===== src/rtl/encoder_8b10b_multi.sv =====
// Multi-lane 8b/10b encoder: NUM_SYMBOLS bytes per clock, running disparity chained
// lane-to-lane and word-to-word, with one registered valid/ready output stage.
module encoder_8b10b_multi #(
  parameter int   NUM_SYMBOLS  = 1,
  parameter logic RD_RESET_NEG = 1'b1
) (
  input  logic                      clk_i,
  input  logic                      rst_i,
  input  logic [8*NUM_SYMBOLS-1:0]  data_i,
  input  logic [NUM_SYMBOLS-1:0]    is_k_i,
  input  logic                      valid_i,
  output logic                      ready_o,
  input  logic                      rd_init_i,
  output logic [10*NUM_SYMBOLS-1:0] data_o,
  output logic                      valid_o,
  input  logic                      ready_i,
  output logic [NUM_SYMBOLS-1:0]    k_err_o,
  output logic                      rd_neg_o
);

  // 5b/6b code (abcdei, a = MSB) as seen from RD-; the RD+ form is derived by complement.
  function automatic logic [5:0] code6_neg(input logic [4:0] x);
    logic [5:0] c;
    case (x)
      5'd0:    c = 6'b100111;
      5'd1:    c = 6'b011101;
      5'd2:    c = 6'b101101;
      5'd3:    c = 6'b110001;
      5'd4:    c = 6'b110101;
      5'd5:    c = 6'b101001;
      5'd6:    c = 6'b011001;
      5'd7:    c = 6'b111000;
      5'd8:    c = 6'b111001;
      5'd9:    c = 6'b100101;
      5'd10:   c = 6'b010101;
      5'd11:   c = 6'b110100;
      5'd12:   c = 6'b001101;
      5'd13:   c = 6'b101100;
      5'd14:   c = 6'b011100;
      5'd15:   c = 6'b010111;
      5'd16:   c = 6'b011011;
      5'd17:   c = 6'b100011;
      5'd18:   c = 6'b010011;
      5'd19:   c = 6'b110010;
      5'd20:   c = 6'b001011;
      5'd21:   c = 6'b101010;
      5'd22:   c = 6'b011010;
      5'd23:   c = 6'b111010;
      5'd24:   c = 6'b110011;
      5'd25:   c = 6'b100110;
      5'd26:   c = 6'b010110;
      5'd27:   c = 6'b110110;
      5'd28:   c = 6'b001110;
      5'd29:   c = 6'b101110;
      5'd30:   c = 6'b011110;
      default: c = 6'b101011;
    endcase
    return c;
  endfunction

  // 3b/4b code (fghj, f = MSB) from RD-; y = 7 returns the primary P7 form.
  function automatic logic [3:0] code4_neg(input logic [2:0] y);
    logic [3:0] c;
    case (y)
      3'd0:    c = 4'b1011;
      3'd1:    c = 4'b1001;
      3'd2:    c = 4'b0101;
      3'd3:    c = 4'b1100;
      3'd4:    c = 4'b1101;
      3'd5:    c = 4'b1010;
      3'd6:    c = 4'b0110;
      default: c = 4'b1110;
    endcase
    return c;
  endfunction

  // Returns {k_err, rd_neg_end, abcdei, fghj} for one byte entered at rd_neg.
  function automatic logic [11:0] encode_symbol(input logic [7:0] byte_v,
                                                input logic       k,
                                                input logic       rd_neg);
    logic [4:0] x;
    logic [2:0] y;
    logic       k28;
    logic       k_legal;
    logic       unbal6;
    logic       unbal4;
    logic       rd_mid;
    logic       use_a7;
    logic       rd_end;
    logic [5:0] c6;
    logic [3:0] c4;
    x       = byte_v[4:0];
    y       = byte_v[7:5];
    k28     = k && (x == 5'd28);
    k_legal = k28 || (k && (y == 3'd7) &&
              ((x == 5'd23) || (x == 5'd27) || (x == 5'd29) || (x == 5'd30)));

    c6     = k28 ? 6'b001111 : code6_neg(x);
    unbal6 = ($countones(c6) != 3);
    // D.7 is neutral but still has distinct RD-/RD+ forms.
    if (!rd_neg && (unbal6 || (x == 5'd7))) c6 = ~c6;
    rd_mid = unbal6 ? !rd_neg : rd_neg;

    // A7 avoids a run of five identical bits across the sub-block boundary.
    use_a7 = (y == 3'd7) &&
             (k_legal ||
              (rd_mid  && ((x == 5'd17) || (x == 5'd18) || (x == 5'd20))) ||
              (!rd_mid && ((x == 5'd11) || (x == 5'd13) || (x == 5'd14))));
    c4     = use_a7 ? 4'b0111 : code4_neg(y);
    unbal4 = ($countones(c4) != 2);
    if (!rd_mid && (unbal4 || (y == 3'd3))) c4 = ~c4;
    // K28 balanced 4b codes flip with the entry RD so the comma stays unique.
    if (k28 && !rd_neg && ((y == 3'd1) || (y == 3'd2) || (y == 3'd5) || (y == 3'd6)))
      c4 = ~c4;
    rd_end = unbal4 ? !rd_mid : rd_mid;
    return {k && !k_legal, rd_end, c6, c4};
  endfunction

  logic                      rd_q;
  logic                      rd_chain;
  logic                      accept;
  logic [11:0]               sym;
  logic [10*NUM_SYMBOLS-1:0] enc_data;
  logic [NUM_SYMBOLS-1:0]    enc_kerr;

  // Handshake: a word transfers on any edge where valid and ready are both high;
  // the output register holds data_o/k_err_o/valid_o steady while valid_o && !ready_i,
  // and can be refilled in the same cycle it is drained.
  assign ready_o = !valid_o || ready_i;
  assign accept  = valid_i && ready_o;

  always_comb begin
    enc_data = '0;
    enc_kerr = '0;
    sym      = '0;
    rd_chain = rd_init_i ? RD_RESET_NEG : rd_q;
    for (int i = 0; i < NUM_SYMBOLS; i++) begin
      sym                 = encode_symbol(data_i[8*i +: 8], is_k_i[i], rd_chain);
      enc_data[10*i +: 10] = sym[9:0];
      enc_kerr[i]         = sym[11];
      rd_chain            = sym[10];
    end
  end

  always_ff @(posedge clk_i) begin
    if (rst_i) begin
      data_o  <= '0;
      k_err_o <= '0;
      valid_o <= 1'b0;
      rd_q    <= RD_RESET_NEG;
    end else if (accept) begin
      data_o  <= enc_data;
      k_err_o <= enc_kerr;
      valid_o <= 1'b1;
      rd_q    <= rd_chain;
    end else begin
      if (ready_i) valid_o <= 1'b0;
      if (rd_init_i) rd_q <= RD_RESET_NEG;
    end
  end

  assign rd_neg_o = rd_q;

endmodule


===== config.mk =====
export PLATFORM = sky130hd
export DESIGN_NAME = encoder_8b10b_multi
export DESIGN_NICKNAME = d
export VERILOG_FILES = /design/src/rtl/encoder_8b10b_multi.sv
export SDC_FILE = /design/constraint.sdc
export NUM_CORES = 1
export LEC_CHECK = 0
export ABC_AREA = 1
export ABC_CLOCK_PERIOD_IN_PS = 15600
export CORE_ASPECT_RATIO = 1.4
export CORE_MARGIN = 10
export CORE_UTILIZATION = 56
export CTS_CLUSTER_SIZE = 28
export DETAILED_ROUTE_END_ITERATION = 8
export PLACE_DENSITY = 0.85
export RECOVER_POWER = 50
export SLEW_MARGIN = 25
export SYNTH_ARGS = -nofsm -noshare
export SYNTH_HDL_FRONTEND = slang
export SYNTH_SLANG_ARGS = --single-unit

===== constraint.sdc =====
create_clock -name clk_i -period 15.6 [get_ports clk_i]
set_clock_uncertainty 0.1 [all_clocks]
set_input_delay 3.12 -clock clk_i [delete_from_list [all_inputs] [get_ports clk_i]]
set_output_delay 3.12 -clock clk_i [all_outputs]
set_load 0.01 [all_outputs]

==> results of run 1 <==
cells by family (layout without fill, tap and decap cells):
group,after synthesis,in the layout,share of synthesized area
XOR/XNOR,5,5,0.03026
AND/OR/NAND/NOR,111,111,0.3630
adder cells (fa/ha/maj),15,15,0.1504
flip-flops,13,13,0.1798
buffers and inverters,43,68,0.1219
AO/OA/AOI/OAI,38,38,0.1547
layout make-up:
type / count / area, sq um
clock buffer: 4 / 26.28
fill: 223 / 691.9
multi-input combinational: 169 / 1011
inverter: 37 / 141.4
timing repair buffer: 27 / 270.3
sequential: 13 / 260.3
tap: 34 / 42.54
synthesized netlist by cell type, types with 4 or more instances:
cell     count  area (sq um)
a21oi_1      7         35.03
dfxtp_1     13         260.3
fa_1         4         80.08
ha_1        11         137.6
inv_1       33         123.9
nand2_1     55         206.5
nand2_2      4         25.02
nand3_1     14         70.07
nor2_1      23         86.33
nor2_2       4         25.02
o21ai_0     14         70.07
o21ai_1      4         20.02
per-stage QoR:
step | util | cell area (sq um) | instances
floorplan | - | 1448 | 225
global placement | 0.7061 | 1725 | 280
detailed placement | 0.7061 | 1725 | 280
CTS | 0.7168 | 1752 | 284
global route | 0.7168 | 1752 | 284
finish | 0.7168 | 1752 | 284
placed cells by master (no fill, tap or decap), drive strengths merged:
cell type / Yosys / final
xor2: 3 / 3
inv: 37 / 37
fa: 4 / 4
o211ai: 2 / 2
nand2: 61 / 61
a21oi: 8 / 8
o22ai: 3 / 3
nand4: 1 / 1
a21boi: 1 / 1
ha: 11 / 11
nand3b: 1 / 1
xnor2: 2 / 2
clkdlybuf4s50: 0 / 14
nand3: 17 / 17
nor2: 29 / 29
dfxtp: 13 / 13
a31oi: 2 / 2
o211a: 1 / 1
o221ai: 2 / 2
nor3: 1 / 1
clkbuf: 3 / 4
o21ai: 19 / 19
nor3b: 1 / 1
dlygate4sd3: 0 / 13
per-layer routing:
metal	up-vias	part of all wire	global-route usage	routed length [microns]
met3	21	0.050	0.02639	175
met5	-	0	0	0
met4	0	0.052	0.09193	182
met2	51	0.50	0.2597	1723
met1	653	0.40	0.1359	1385
li1	771	-	-	-
critical path: cells and delay by family:
kind | cells | cell delay (ps)
buffers and inverters | 7 | 1060
and+or+nand+nor | 17 | 1970
adders and majority gates | 8 | 2800
AOI/OAI and AO/OA | 2 | 460
worst max path at each step:
stage	endpoint	cells after the start	slack, ps	from
after floorplan	data_o[0]	33	7200	data_i[1]
after global placement	data_o[0]	33	6160	data_i[0]
after detailed placement	data_o[0]	35	6030	data_i[1]
after CTS	data_o[0]	35	6310	data_i[1]
after global routing	data_o[0]	34	5700	data_i[0]
final	data_o[0]	34	6280	data_i[1]
power by group through the flow:
stage	clock [uW]	sequential, uW	combinational, uW
after CTS	21.9	39.7	82.5
after global routing	23.0	40.1	91.5
after detailed placement	0	40.5	81.8
after floorplan	0	42.5	56.9
after global placement	0	40.4	79.3
final	21.9	39.5	80.8
sequential cells by signal, indices dropped and copies added, names as in the netlist:
signal / cells
valid_o: 1
data_o: 10
rd_neg_o: 1
k_err_o: 1
==> results.md, run 1 <==
* Core Rows at 21
* Reg power frac at 0.278
* R2R Path Start: rd_neg_o
* Detailed-route via count at 1496
* Aggregate routed wire length at 3.467 mm
* Actual slew at the worst max-slew pin at 591.1 ps
* Fin crit period at 9319 ps
* Worst EP required at 15680 ps
* H-Tree Level Count at 1
* EDFF count, synth at 0
* RSZ-0062 raised after global routing: no
* Core ar. at 0.002444 sq mm
* Setup TNS at 0 ps
* GRT Overall Usage at 0.1388
* Cell Int Power at 81.17 uW
* Worst setup SP type: input pin
* First-pass GRT wire length at 5.968 mm
* LEAKAGE at 0.0008955 uW
* Wirelength per Cell at 12.21 microns
* Ports at 28
* Switching pwr at 61.08 uW
* Grt ovf at 0
* Largest net degree at the start of global routing at 21
* Post-CTS setup buffers at 0
* Ys Warns at 0
* Power per cell area at 81.21 mW/mm^2
* Slew HR at 0.6055
* Critical path class: input pin to register
* Worst r2r path cells at 20
* Crit. End Element: register
* Nets@finish at 280
* Count of cell types in the netlist at 35
* Die width at 62.97 microns
* Most used cell, CP: nand2_1
* Die Area at 0.005048 sq mm
* Total CTS buffers at 3
* CTS root buffer: clkbuf_4
* Vias per inst at 5.268
* Sequential-to-total area share from yosys stat at 0.1798
* Finish-stage setup viols at 0
* Worst hold endpoint: data_o[7]
* Routability cong. at 0.9083
* PortBufs at 27
* CTS clock-pin slew for the worst setup and hold paths at 70 ps
* Area Overhead vs Synth at 21.00%
* Initial antenna violation count at 0
* Vias in the first global route at 1413
* # resized after CTS at 0
* Post-synth top flop: dfxtp_1
* Fmax at 107.3 MHz
* Worst-skew pair later-pin latency at 290 ps
* Tot Pwr at 142.3 uW
* Sw Ratio at 0.4294
* Antenna viol nets, final at 0
* Hold Buf Count CTS at 0
* Post-route setup slack at 6281 ps
* Layout cells sized above 1 at 0.1000
* Worst flop-to-flop path endpoint: data_o[0]
* R2R setup slack at 12110 ps
* Worst slack, placed at 6029 ps
* Initial Utilization at 0.5924
* Synthesized area per cell at 6.434 sq um
* Hold WS at 419.4 ps
* Max Cap Violations at 0
* Final Cycle Share at 0.5974
* Status: finished clean
* DR iter-0 viols at 35
* Synth Register Bits at 13
* Final routed DRC violation total at 0
* CTS tree: built
* Critical path arrival at 9400 ps
* Hold Crit Start: data_o[7]
* Final Hold Viols at 0
* Gate power share at 0.568
* Hold WC Path Type: register to register
* Die Span Y at 80.16 microns
* CP max stage delay at 540 ps
* Fin. max-slew vios at 0
* N_diodes at 0
* Clk buf depth at 2
* Syn Inst Count at 225
* CP max-delay cell: fa_1
* Syn_nets at 254
* First drt pass iteration count at 5
* Post-detail-place hpwl at 2.856 mm
* Clock network power share at 0.154
* Hold path depth at 2
* Clock sinks at 13
* Async S/R FF share, synth at 0
* CP max FO at 6
* Synthesized cell area at 0.001448 sq mm
* VDD IR-drop max at 0.00003409 V
(Power assumes the default switching activity.)
==> run 2, diff against run 1 <==
Settings changed: ABC_CLOCK_PERIOD_IN_PS 15600 to 9300, CORE_UTILIZATION 56 to 52, PLACE_DENSITY 0.85 to 0.8.
Clock period 15.6 ns to 9.3 ns, I/O delays scaled along.
==> results.md, run 2 (synthesis results as in run 1) <==
* Finished Cell Area at 0.001754 sq mm (was 0.001752 sq mm)
* Total CTS buffers at 3 (unchanged)
* Met1 Resource Use GR at 0.1301 (was 0.1359)
* Final Cycle Share at 0.8542
* Final routed DRC violation total at 0 (unchanged)
* GRT Overall Usage at 0.1347 (was 0.1388)
* CTS root buffer: clkbuf_4 (unchanged)
* Post-detail-place hpwl at 2.893 mm (was 2.856 mm)
* Detailed-route via count at 1489 (was 1496)
* Most used cell, CP: nand2_1 (unchanged)
* Routability cong. at 0.8643 (was 0.9083)
* CP max stage delay at 600 ps (was 540 ps)
* Core ar. at 0.002643 sq mm (was 0.002444 sq mm)
* M2 GR Usage at 0.2658 (was 0.2597)
* Nets@finish at 280 (unchanged)
* Buf/Inv on CP at 6 (was 7)
* Vias in the first global route at 1430 (was 1413)
* N_diodes at 0 (unchanged)
* Top Usage Layer GRT: met2 (unchanged)
* First drt pass iteration count at 4 (was 5)
* Core Util, Final at 0.6638 (was 0.7168)
* Worst setup SP type: input pin (unchanged)
* Clock network power share at 0.147 (was 0.154)
* Worst-skew pair later-pin latency at 280 ps (was 290 ps)
* Area Overhead vs Synth at 21.18% (was 21.00%)
* Max Cap Violations at 0 (unchanged)
* Gate power share at 0.572 (was 0.568)
* Layout cells sized above 1 at 0.1000 (unchanged)
* Hold WC Path Type: register to register (unchanged)
* Area after DPL at 0.001728 sq mm (was 0.001725 sq mm)
* CP max FO at 7 (was 6)
* # resized after CTS at 0 (unchanged)
* Cell Int Power at 135.7 uW (was 81.17 uW)
* Setup TNS at 0 ps (unchanged)
* Hold WS at 413.0 ps (was 419.4 ps)
* Hold Buf Count CTS at 0 (unchanged)
* Commonest non-fill, non-tap cell in the layout: nand2_1 (unchanged)
* Switching pwr at 99.41 uW (was 61.08 uW)
* Post-CTS setup buffers at 0 (unchanged)
* Biggest register: data_o (unchanged)
* Crit. End Element: register (unchanged)
* Power per cell area at 134.1 mW/mm^2 (was 81.21 mW/mm^2)
* Vias per inst at 5.206 (was 5.268)
* Initial antenna violation count at 0 (unchanged)
* Die width at 64.59 microns (was 62.97 microns)
* RSZ-0062 raised after global routing: no (unchanged)
* Aggregate routed wire length at 3.365 mm (was 3.467 mm)
* Largest net degree at the start of global routing at 21 (unchanged)
* CTS clock-pin slew for the worst setup and hold paths at 70 ps (about the same)
* Wirelength per Cell at 11.77 microns (was 12.21 microns)
* Antenna viol nets, final at 0 (unchanged)
* Die Span Y at 82.43 microns (was 80.16 microns)
* Die Area at 0.005324 sq mm (was 0.005048 sq mm)
* DR iter-0 viols at 54 (was 35)
* Clk buf depth at 2 (unchanged)
* Instance count on the critical path at 33 (was 34)
* Clock sinks at 13 (unchanged)
* Finish-stage setup viols at 0 (unchanged)
* H-Tree Level Count at 1 (unchanged)
* Critical path class: input pin to register (unchanged)
* Slew HR at 0.6324 (was 0.6055)
* Sw Ratio at 0.4227 (was 0.4294)
* Met3 Use GR at 0.02830 (was 0.02639)
* First-pass GRT wire length at 5.954 mm (was 5.968 mm)
* Hold path depth at 2 (unchanged)
* Core Rows at 22 (was 21)
* Fmax at 125.9 MHz
* Max FFs per register at 10 (unchanged)
* PortBufs at 27 (unchanged)
* Initial Utilization at 0.5478 (was 0.5924)
* Actual slew at the worst max-slew pin at 550.8 ps (was 591.1 ps)
* Ports at 28 (unchanged)
* Final Hold Viols at 0 (unchanged)
* CTS tree: built (unchanged)
* VDD IR-drop max at 0.00007451 V (was 0.00003409 V)
* Status: finished clean (unchanged)
* Grt ovf at 0 (unchanged)
* Commonest non-fill, non-tap cells in the layout: nand2_1, inv_1, nor2_1 (unchanged)
* Worst r2r path cells at 20 (unchanged)
* Kind of cell adding the most delay to the critical path: adder cells (unchanged)
* Worst EP required at 9380 ps (was 15680 ps)
* CP max-delay cell: clkdlybuf4s50_1 (was fa_1)
* Reg power frac at 0.281 (was 0.278)
* LEAKAGE at 0.0008955 uW (unchanged)
* Critical path arrival at 8020 ps (was 9400 ps)
* Fin. max-slew vios at 0 (unchanged)
* Fin crit period at 7944 ps
## run 2: final cells by class
cell class	instances	area, sq um
Inverter	37	141.4
Multi-Input combinational cell	169	1011
Fill cell	261	888.4
Clock buffer	4	26.28
Timing Repair Buffer	27	270.3
Sequential cell	13	260.3
Tap cell	36	45.04
## run 2: metal layers
layer  up-vias  part of all wire  routed length (microns)
met5         -                 0                        0
met4         0             0.026                       86
met3         9             0.045                      151
met2        34              0.53                     1778
met1       677              0.40                     1349
li1        769                 -                        -
## run 2: metrics by stage
| step | power [uW] | worst slack [ps] | instances |
|---|---|---|---|
| 2_1_floorplan | 166.6 | 2162 | 225 |
| 3_3_place_gp | 202.4 | 1152 | 282 |
| 3_5_place_dp | 205.2 | 1069 | 282 |
| 4_1_cts | 239.4 | 1384 | 286 |
| 5_1_grt | 257.6 | 824.9 | 286 |
| 6_report | 235.1 | 1356 | 286 |
## run 2: final timing paths
path	from	to	slack (ps)
hold reg to reg	valid_o	valid_o	410
setup / recovery	data_i[0]	data_o[0]	1360
setup reg to reg	rd_neg_o	data_o[0]	5940
hold / removal	valid_o	valid_o	410
## run 2: worst register-to-register path, delay by kind of cell, from the launching register on
family          cells  cell delay (ps)
compound gates      2              430
flops               1              330
simple gates       14             1450
fa+ha+maj           3              920
buf+inv             1               40
## run 2: power by group through the flow
stage          sequential (uW)  combinational (uW)  clock, uW
2_1_floorplan             71.2                95.4          0
3_3_place_gp              67.5                 135          0
3_5_place_dp              67.8                 137          0
4_1_cts                   66.5                 138       35.3
5_1_grt                   67.2                 152       38.8
6_report                  66.1                 134       34.6
